$ cat src/rtl/example_sched.sv
// Job scheduler: arbitrates requesters onto a shared 3-flop XOR datapath,
// sequences the operands through it and checks the result against their parity.
module example_sched #(
   parameter int NREQ       = 3,
   parameter bit FIXED_PRIO = 1'b0
) (
   input  logic            clk_i,
   input  logic            rst_i,
   input  logic [NREQ-1:0] req_i,
   input  logic [NREQ-1:0] req_s1_i,
   input  logic [NREQ-1:0] req_s2_i,
   input  logic [NREQ-1:0] req_r_i,
   output logic [NREQ-1:0] grant_o,
   output logic [NREQ-1:0] done_o,
   output logic            result_o,
   output logic            mismatch_o,
   output logic [7:0]      err_cnt_o,
   output logic            dp_s1_o,
   output logic            dp_s2_o,
   output logic            dp_r_o,
   output logic            dp_rst_o,
   input  logic            dp_o_i
);

   localparam int IW = $clog2(NREQ);

   typedef enum logic [2:0] {IDLE, PH1, PH2, CAP, DONE} state_t;

   state_t        state;
   logic [IW-1:0] last_winner;
   logic [IW-1:0] pick;
   logic          s1_q, s2_q, r_q;
   logic          mismatch;

   // Candidates are visited from lowest to highest priority so the last hit wins.
   function automatic logic [IW-1:0] arbitrate(input logic [NREQ-1:0] req,
                                               input logic [IW-1:0]   last);
      logic [IW-1:0] sel;
      logic [IW-1:0] cand;
      int            idx;
      sel = '0;
      for (int i = NREQ; i >= 1; i--) begin
         idx = FIXED_PRIO ? i - 1 : int'(last) + i;
         if (idx >= NREQ) idx = idx - NREQ;
         cand = IW'(idx);
         if (req[cand]) sel = cand;
      end
      return sel;
   endfunction

   always_comb begin
      pick = arbitrate(req_i, last_winner);
   end

   assign mismatch = dp_o_i ^ (s1_q ^ s2_q ^ r_q);

   // Datapath drives are pure decodes of the registered state and latched operands.
   assign dp_rst_o = (state == IDLE);
   assign dp_s1_o  = (state == PH1) & s1_q;
   assign dp_s2_o  = (state == PH2) & s2_q;
   assign dp_r_o   = (state == PH2) & r_q;

   always_ff @(posedge clk_i or posedge rst_i) begin
      if (rst_i) begin
         state       <= IDLE;
         grant_o     <= '0;
         done_o      <= '0;
         result_o    <= 1'b0;
         mismatch_o  <= 1'b0;
         err_cnt_o   <= '0;
         last_winner <= IW'(NREQ - 1);
         s1_q        <= 1'b0;
         s2_q        <= 1'b0;
         r_q         <= 1'b0;
      end else begin
         // NOTE: non-blocking assignments here so every branch sees pre-edge state.
         case (state)
            IDLE: begin
               if (|req_i) begin
                  last_winner <= pick;
                  grant_o     <= NREQ'(1) << pick;
                  s1_q        <= req_s1_i[pick];
                  s2_q        <= req_s2_i[pick];
                  r_q         <= req_r_i[pick];
                  state       <= PH1;
               end
            end
            PH1: state <= PH2;
            PH2: state <= CAP;
            CAP: begin
               result_o   <= dp_o_i;
               mismatch_o <= mismatch;
               done_o     <= grant_o;
               if (mismatch && err_cnt_o != 8'hFF) err_cnt_o <= err_cnt_o + 8'd1;
               state      <= DONE;
            end
            DONE: begin
               done_o     <= '0;
               mismatch_o <= 1'b0;
               grant_o    <= '0;
               state      <= IDLE;
            end
            default: state <= IDLE;
         endcase
      end
   end

endmodule

$ cat config.mk
export PLATFORM = sky130hd
export DESIGN_NAME = example_sched
export DESIGN_NICKNAME = d
export VERILOG_FILES = /design/src/rtl/example_sched.sv
export SDC_FILE = /design/constraint.sdc
export NUM_CORES = 1
export LEC_CHECK = 0
export ABC_AREA = 1
export CAP_MARGIN = 40
export CORE_MARGIN = 2
export CORE_UTILIZATION = 28
export DETAILED_ROUTE_END_ITERATION = 10
export SLEW_MARGIN = 0
export SYNTH_ARGS = -nofsm -noshare
export SYNTH_HDL_FRONTEND = slang
export SYNTH_SLANG_ARGS = --single-unit
$ cat constraint.sdc
create_clock -name clk_i -period 2.97 [get_ports clk_i]
set_input_delay 0.297 -clock clk_i [delete_from_list [all_inputs] [get_ports clk_i]]
set_output_delay 0.297 -clock clk_i [all_outputs]
set_load 0.01 [all_outputs]
Yosys cells after proc, flatten, opt, wreduce, memory -nomap -nowiden
Cells that the tools add are included.
Widths: inputs -> output; s select.

storage, ports and cells
  logic and storage cells = 69
  input port bits = 15
  register bits = 24

operators by class
  $add $sub $neg = 7
  eq/ne operators = 6
  bitwise logic cells = 6
  order comparisons = 7
  shift-type cells = 1
  mux-type cells = 24
  reductions and logical operators = 8

operators by type and width
  cell                 number
  $bmux 1 s2           6
  $lt 2x3->1 const B   4
  $mux 2               6
  $pmux 3 s2           2
  $pmux 3 s4           1
  $ge 3x2->1 const B   3
  $add 8x1->8 const B  1
  $ne 8x8->1 const B   1
  $add 2x2->3 const B  2
  $eq 3x2->1 const B   2
  $mux 1               6
  $mux 3               2
  $reduce_and 2->1     3
  $sub 2x2->2 const B  3
  $reduce_bool 2->1    2
  $add 2x1->3 const B  1
  $and 1x1->1          3
  $eq 3x1->1 const B   1
  $eq 3x3->1 const B   1
  $logic_not 3->1      1
  $reduce_or 3->1      1
  $shl 1x2->3 const A  1
  $xor 1x1->1          3
  $ne 2x1->1 const B   1
  other kinds (2)      2

Depth between registers and ports, before layout
  depth in word-level cells = 11
  depth in mapped cells = 12

Least setup slack after synthesis
No wires, ideal clock.

  path type = reg-to-reg
  start point = register last_winner[1]
  end point = register r_q
  path buffers = 1
  data required time = 2.902 ns
  library setup time = 0.068 ns
  stages on the path, launching flop included = 13
  path slack = 1.260 ns
  data arrival time = 1.642 ns
  cells stage by stage = dfstp_2 > inv_1 > ha_1 > buf_6 > inv_2 > nand2_1 > nand3_2 > nand2_1 > nand3_1 > nand2_1 > nor2_1 > nand2_1 > nand3_1

between the ends
  word-level cells in the longest chain between the ends = 10
  elaborated cells on any way between the ends = 23
  classes of those cells = add/sub: 6; order compare: 3; mux: 14

ends and longest elaborated chain
  item                                              RTL line  RTL
  start, declared                                   30        logic [IW-1:0] last_winner;
  start signal, assigned                            71        last_winner <= IW'(NREQ - 1);
  start signal, assigned                            80        last_winner <= pick;
  $add 2x2->3                                       43        idx = FIXED_PRIO ? i - 1 : int'(last) + i;
  $ge 3x2->1 / $sub 2x2->2 (equally long branches)  44        if (idx >= NREQ) idx = idx - NREQ;
  $mux 2                                            44
  $bmux 1 s2                                        46        if (req[cand]) sel = cand;
  $mux 1 (implied by the code)                      46
  $mux 2 (2 in a row)                               46
  $mux 2 *                                          46
  $bmux 1 s2 *                                      84        r_q <= req_r_i[pick];
  $mux 1 (implied by the code) *                    84
  end signal, assigned                              84
  end, declared                                     32        logic s1_q, s2_q, r_q;

Every way passes the cells marked *; elsewhere a longest branch is shown, timed or not. The select of a mux whose other input is x is not followed.
A chain may end at the register's enable or synchronous reset.

Worst setup path in the final report
  start point = register state[0]
  end point = output dp_r_o

between the ends
  word-level cells in the longest chain between the ends = 2

ends and longest elaborated chain
  item                    RTL line  RTL
  start, declared         29        state_t state;
  start signal, assigned  65        state <= IDLE;
  start signal, assigned  85        state <= PH1;
  start signal, assigned  88        PH1: state <= PH2;
  $eq 3x2->1              61        assign dp_r_o = (state == PH2) & r_q;
  $and 1x1->1             61
  end, declared           20        output logic dp_r_o,

Every way passes these cells.

==> results.json <==
{
  "synth_simple_gate_area_frac": 0.309,
  "post-cts-setup-buffer-count": 0,
  "netlist_instances": 183,
  "r2r_start": "last_winner[1]",
  "cp_data_arrival_time_ps": 1650,
  "cts_max_level": 1,
  "clock_tree.buffer_depth": 2,
  "area_share_of_xor_xnor_cells_in_the_synthesized_design": 0.0570,
  "hold_viol": 0,
  "number_of_global_route_vias_before_repair": 1142,
  "ys_seq_area_frac": 0.435,
  "reg2reg_setup_slack_ps": 1020,
  "floorplan.initialDensity": 0.291,
  "multiInputGateArea_sq_um": 626,
  "final_design_utilization": 0.395,
  "largest_net_degree_at_the_start_of_global_routing": 20,
  "drt-total-wl_um": 3150,
  "worst_path_max_delay_cell": "sky130_fd_sc_hd__clkdlybuf4s50_1",
  "leakage_nw": 0.903,
  "grt_overflow_total": 0,
  "synth_area_sq_mm": 0.00138,
  "fin_nets": 241,
  "synth_nets": 202,
  "worst_r2r_path_depth": 10,
  "core_area_sq_mm": 0.00475,
  "synth_mux_area_frac": 0,
  "synth_seq_cells": 24,
  "numCtsBuffers": 3,
  "globalRouteTotalUtil": 0.124,
  "run_status": "finished, final reports clean",
  "first_iter_violations": 73,
  "timing.critical_path.from_type": "flop",
  "post_synth_num_cell_types": 20,
  "hold_class": "primary input to async pin",
  "final_period_minus_worst_setup_slack_ps": 1950,
  "combinational_family_with_the_most_area_after_synthesis": "simple AND/OR/NAND/NOR gates",
  "hold-worst-slack_ps": 286,
  "root_buffer": "sky130_fd_sc_hd__clkbuf_8",
  "drt_pass1_iterations": 4,
  "cts_tree": "built",
  "detailed_place_hpwl_um": 2490,
  "die_w_um": 74.3,
  "drt-vias-per-instance": 4.30,
  "slew_viol_final": 0,
  "placement.cell_area_sq_mm": 0.00182,
  "die_area_sq_mm": 0.00552,
  "flow.area_growth_from_synthesis_pct": 35.8,
  "tns_ps": 0,
  "grt_pass1_wl_um": 5300,
  "ant_nets": 0,
  "setup-violations-final": 0,
  "timing.critical_path.cells": "inv_1 > nand2_1 > inv_1 > nand2_1 > nor2_1 > clkdlybuf4s50_1",
  "final_routed_drc_violation_total": 0,
  "timing.max_slew.rel_slack": 0.761,
  "grt_util_met1": 0.188,
  "critPathRequiredTime_ps": 2670,
  "tritoncts_num_sinks": 24,
  "number_of_antenna_violations_at_the_first_check_in_global_routing": 0,
  "detail_route.wl_per_cell_um": 10.9,
  "place.gp.congestion": 0.821,
  "grt_util_met2": 0.186,
  "fmaxAchievable_ghz": 0.513,
  "post-route-period-util": 0.657,
  "power.density_mw_per_mm2": 973,
  "place.port_buffers": 34,
  "grt_most_used_layer": "met1",
  "criticalPathCategory": "flop to primary output",
  "worst_skew_pair.late_latency_ps": 260,
  "cts_hold_buf": 0,
  "critical_path.max_stage_delay_ps": 540,
  "ys_warns": 0,
  "grt_setup_unrepaired": "false",
  "post_cts_resize_count": 0,
  "seq_cell_area_sq_um": 602,
  "synth-adder-area-share": 0.0362,
  "synthesis.area_per_instance_sq_um": 7.56,
  "drive_gt1_frac": 0.0543,
  "cp-end-kind": "primary output",
  "reg2reg_to": "last_winner[0]",
  "vdd_ir_drop_max_mv": 0.274,
  "worstPathMaxFanout": 3,
  "floorplan.io_pins": 35,
  "fillers": 512,
  "cts.reportedPaths.clkPinSlew_ps": 80,
  "dr_total_vias": 1238,
  "die_h_um": 74.3,
  "num_antenna_cells": 0,
  "groute.layer.met3.usage": 0.0108,
  "max_cap_viol_count": 0,
  "stdcell_area_sq_mm": 0.00188,
  "core.rowCount": 25,
  "worst_pin_slew_ps": 356,
  "synth_compound_gate_area_share": 0.0507,
  "final.setup_skew_ps": 1.71
}
==> metal layers <==
| layer | vias up | part of all wire | routed length [um] |
|---|---|---|---|
| met5 | - | 0 | 0 |
| met3 | 4 | 0.030 | 95 |
| met4 | 0 | 0.013 | 42 |
| li1 | 650 | - | - |
| met1 | 563 | 0.52 | 1640 |
| met2 | 21 | 0.43 | 1370 |
==> Yosys cell counts (all sizes together) <==
cell / number / area [sq um]
nand2: 48 / 180
inv: 36 / 135
nand3: 28 / 150
dfrtp: 23 / 576
o21ai: 13 / 65.1
nor2: 9 / 33.8
xor2: 6 / 52.6
ha: 4 / 50.1
nand4: 4 / 25.0
nor3: 4 / 31.3
xnor2: 3 / 26.3
a21oi: 1 / 5.00
buf: 1 / 11.3
clkinv: 1 / 8.76
dfstp: 1 / 26.3
nor4: 1 / 6.26
==> cell families after synthesis <==
family / after synthesis
buf+inv: 38
compound gates: 14
xor+xnor: 9
simple gates: 94
flops: 24
fa+ha+maj: 4
==> critical path: cells and delay by family, from the launching register on <==
kind	cells	cell delay [ps]
flops	1	380
simple gates	3	250
buf+inv	3	750
==> placed cells by master, fill, tap and decap left out <==
master | synthesis | layout
sky130_fd_sc_hd__nand2_1 | 48 | 48
sky130_fd_sc_hd__inv_2 | 2 | 2
sky130_fd_sc_hd__a21oi_1 | 1 | 1
sky130_fd_sc_hd__dfrtp_1 | 23 | 23
sky130_fd_sc_hd__o21ai_1 | 3 | 3
sky130_fd_sc_hd__nor4_1 | 1 | 1
sky130_fd_sc_hd__o21ai_0 | 10 | 10
sky130_fd_sc_hd__nor3_1 | 3 | 3
sky130_fd_sc_hd__xnor2_1 | 3 | 3
sky130_fd_sc_hd__dfstp_2 | 1 | 1
sky130_fd_sc_hd__nand4_1 | 4 | 4
sky130_fd_sc_hd__clkinv_4 | 1 | 1
sky130_fd_sc_hd__buf_16 | 0 | 1
sky130_fd_sc_hd__nand3_2 | 2 | 2
sky130_fd_sc_hd__nor2_1 | 9 | 9
sky130_fd_sc_hd__clkbuf_8 | 0 | 4
sky130_fd_sc_hd__nor3_4 | 1 | 1
sky130_fd_sc_hd__xor2_1 | 6 | 6
sky130_fd_sc_hd__inv_1 | 34 | 34
sky130_fd_sc_hd__clkdlybuf4s50_1 | 0 | 34
sky130_fd_sc_hd__nand3_1 | 26 | 26
sky130_fd_sc_hd__ha_1 | 4 | 4
==> sequential cells by signal, summed over array words and instances (netlist names), 2 cells and up <==
name / cells
grant_o: 3
state: 3
last_winner: 2
done_o: 3
err_cnt_o: 8
==> layout make-up <==
type	count	area share
Clock buffer	4	0.0293
Inverter	37	0.0766
Multi-Input combinational cell	121	0.333
Sequential cell	24	0.320
Tap cell	67	0.0446
Timing Repair Buffer	35	0.196
==> metrics by stage <==
stage / instances / power, W / worst slack, ps
floorplan: 183 / 0.00125 / 1260
global placement: 283 / 0.00161 / 1020
detailed placement: 284 / 0.00162 / 1030
CTS: 288 / 0.00185 / 1010
global route: 288 / 0.00202 / 687
finish: 288 / 0.00183 / 1020
==> where the power goes <==
part	internal (W)	total, W	leakage [nW]	switching (W)
registers	0.000468	0.000574	0.303	0.000105
clock network	0.000118	0.000220	0.0288	0.000101
logic	0.000435	0.00103	0.572	0.000599
total	0.00102	0.00183	0.903	0.000806
==> how the worst max path moves through the flow <==
stage                     cells past startpoint      startpoint             end  slack, ps
after floorplan                              12  last_winner[1]             r_q       1260
after global placement                       10  last_winner[1]  last_winner[0]       1020
after detailed placement                     10  last_winner[1]  last_winner[0]       1030
after CTS                                    10  last_winner[1]  last_winner[0]       1010
after global routing                         10  last_winner[1]      grant_o[1]        690
final                                         6        state[0]          dp_r_o       1020
Power figures use the tool's default switching activity.
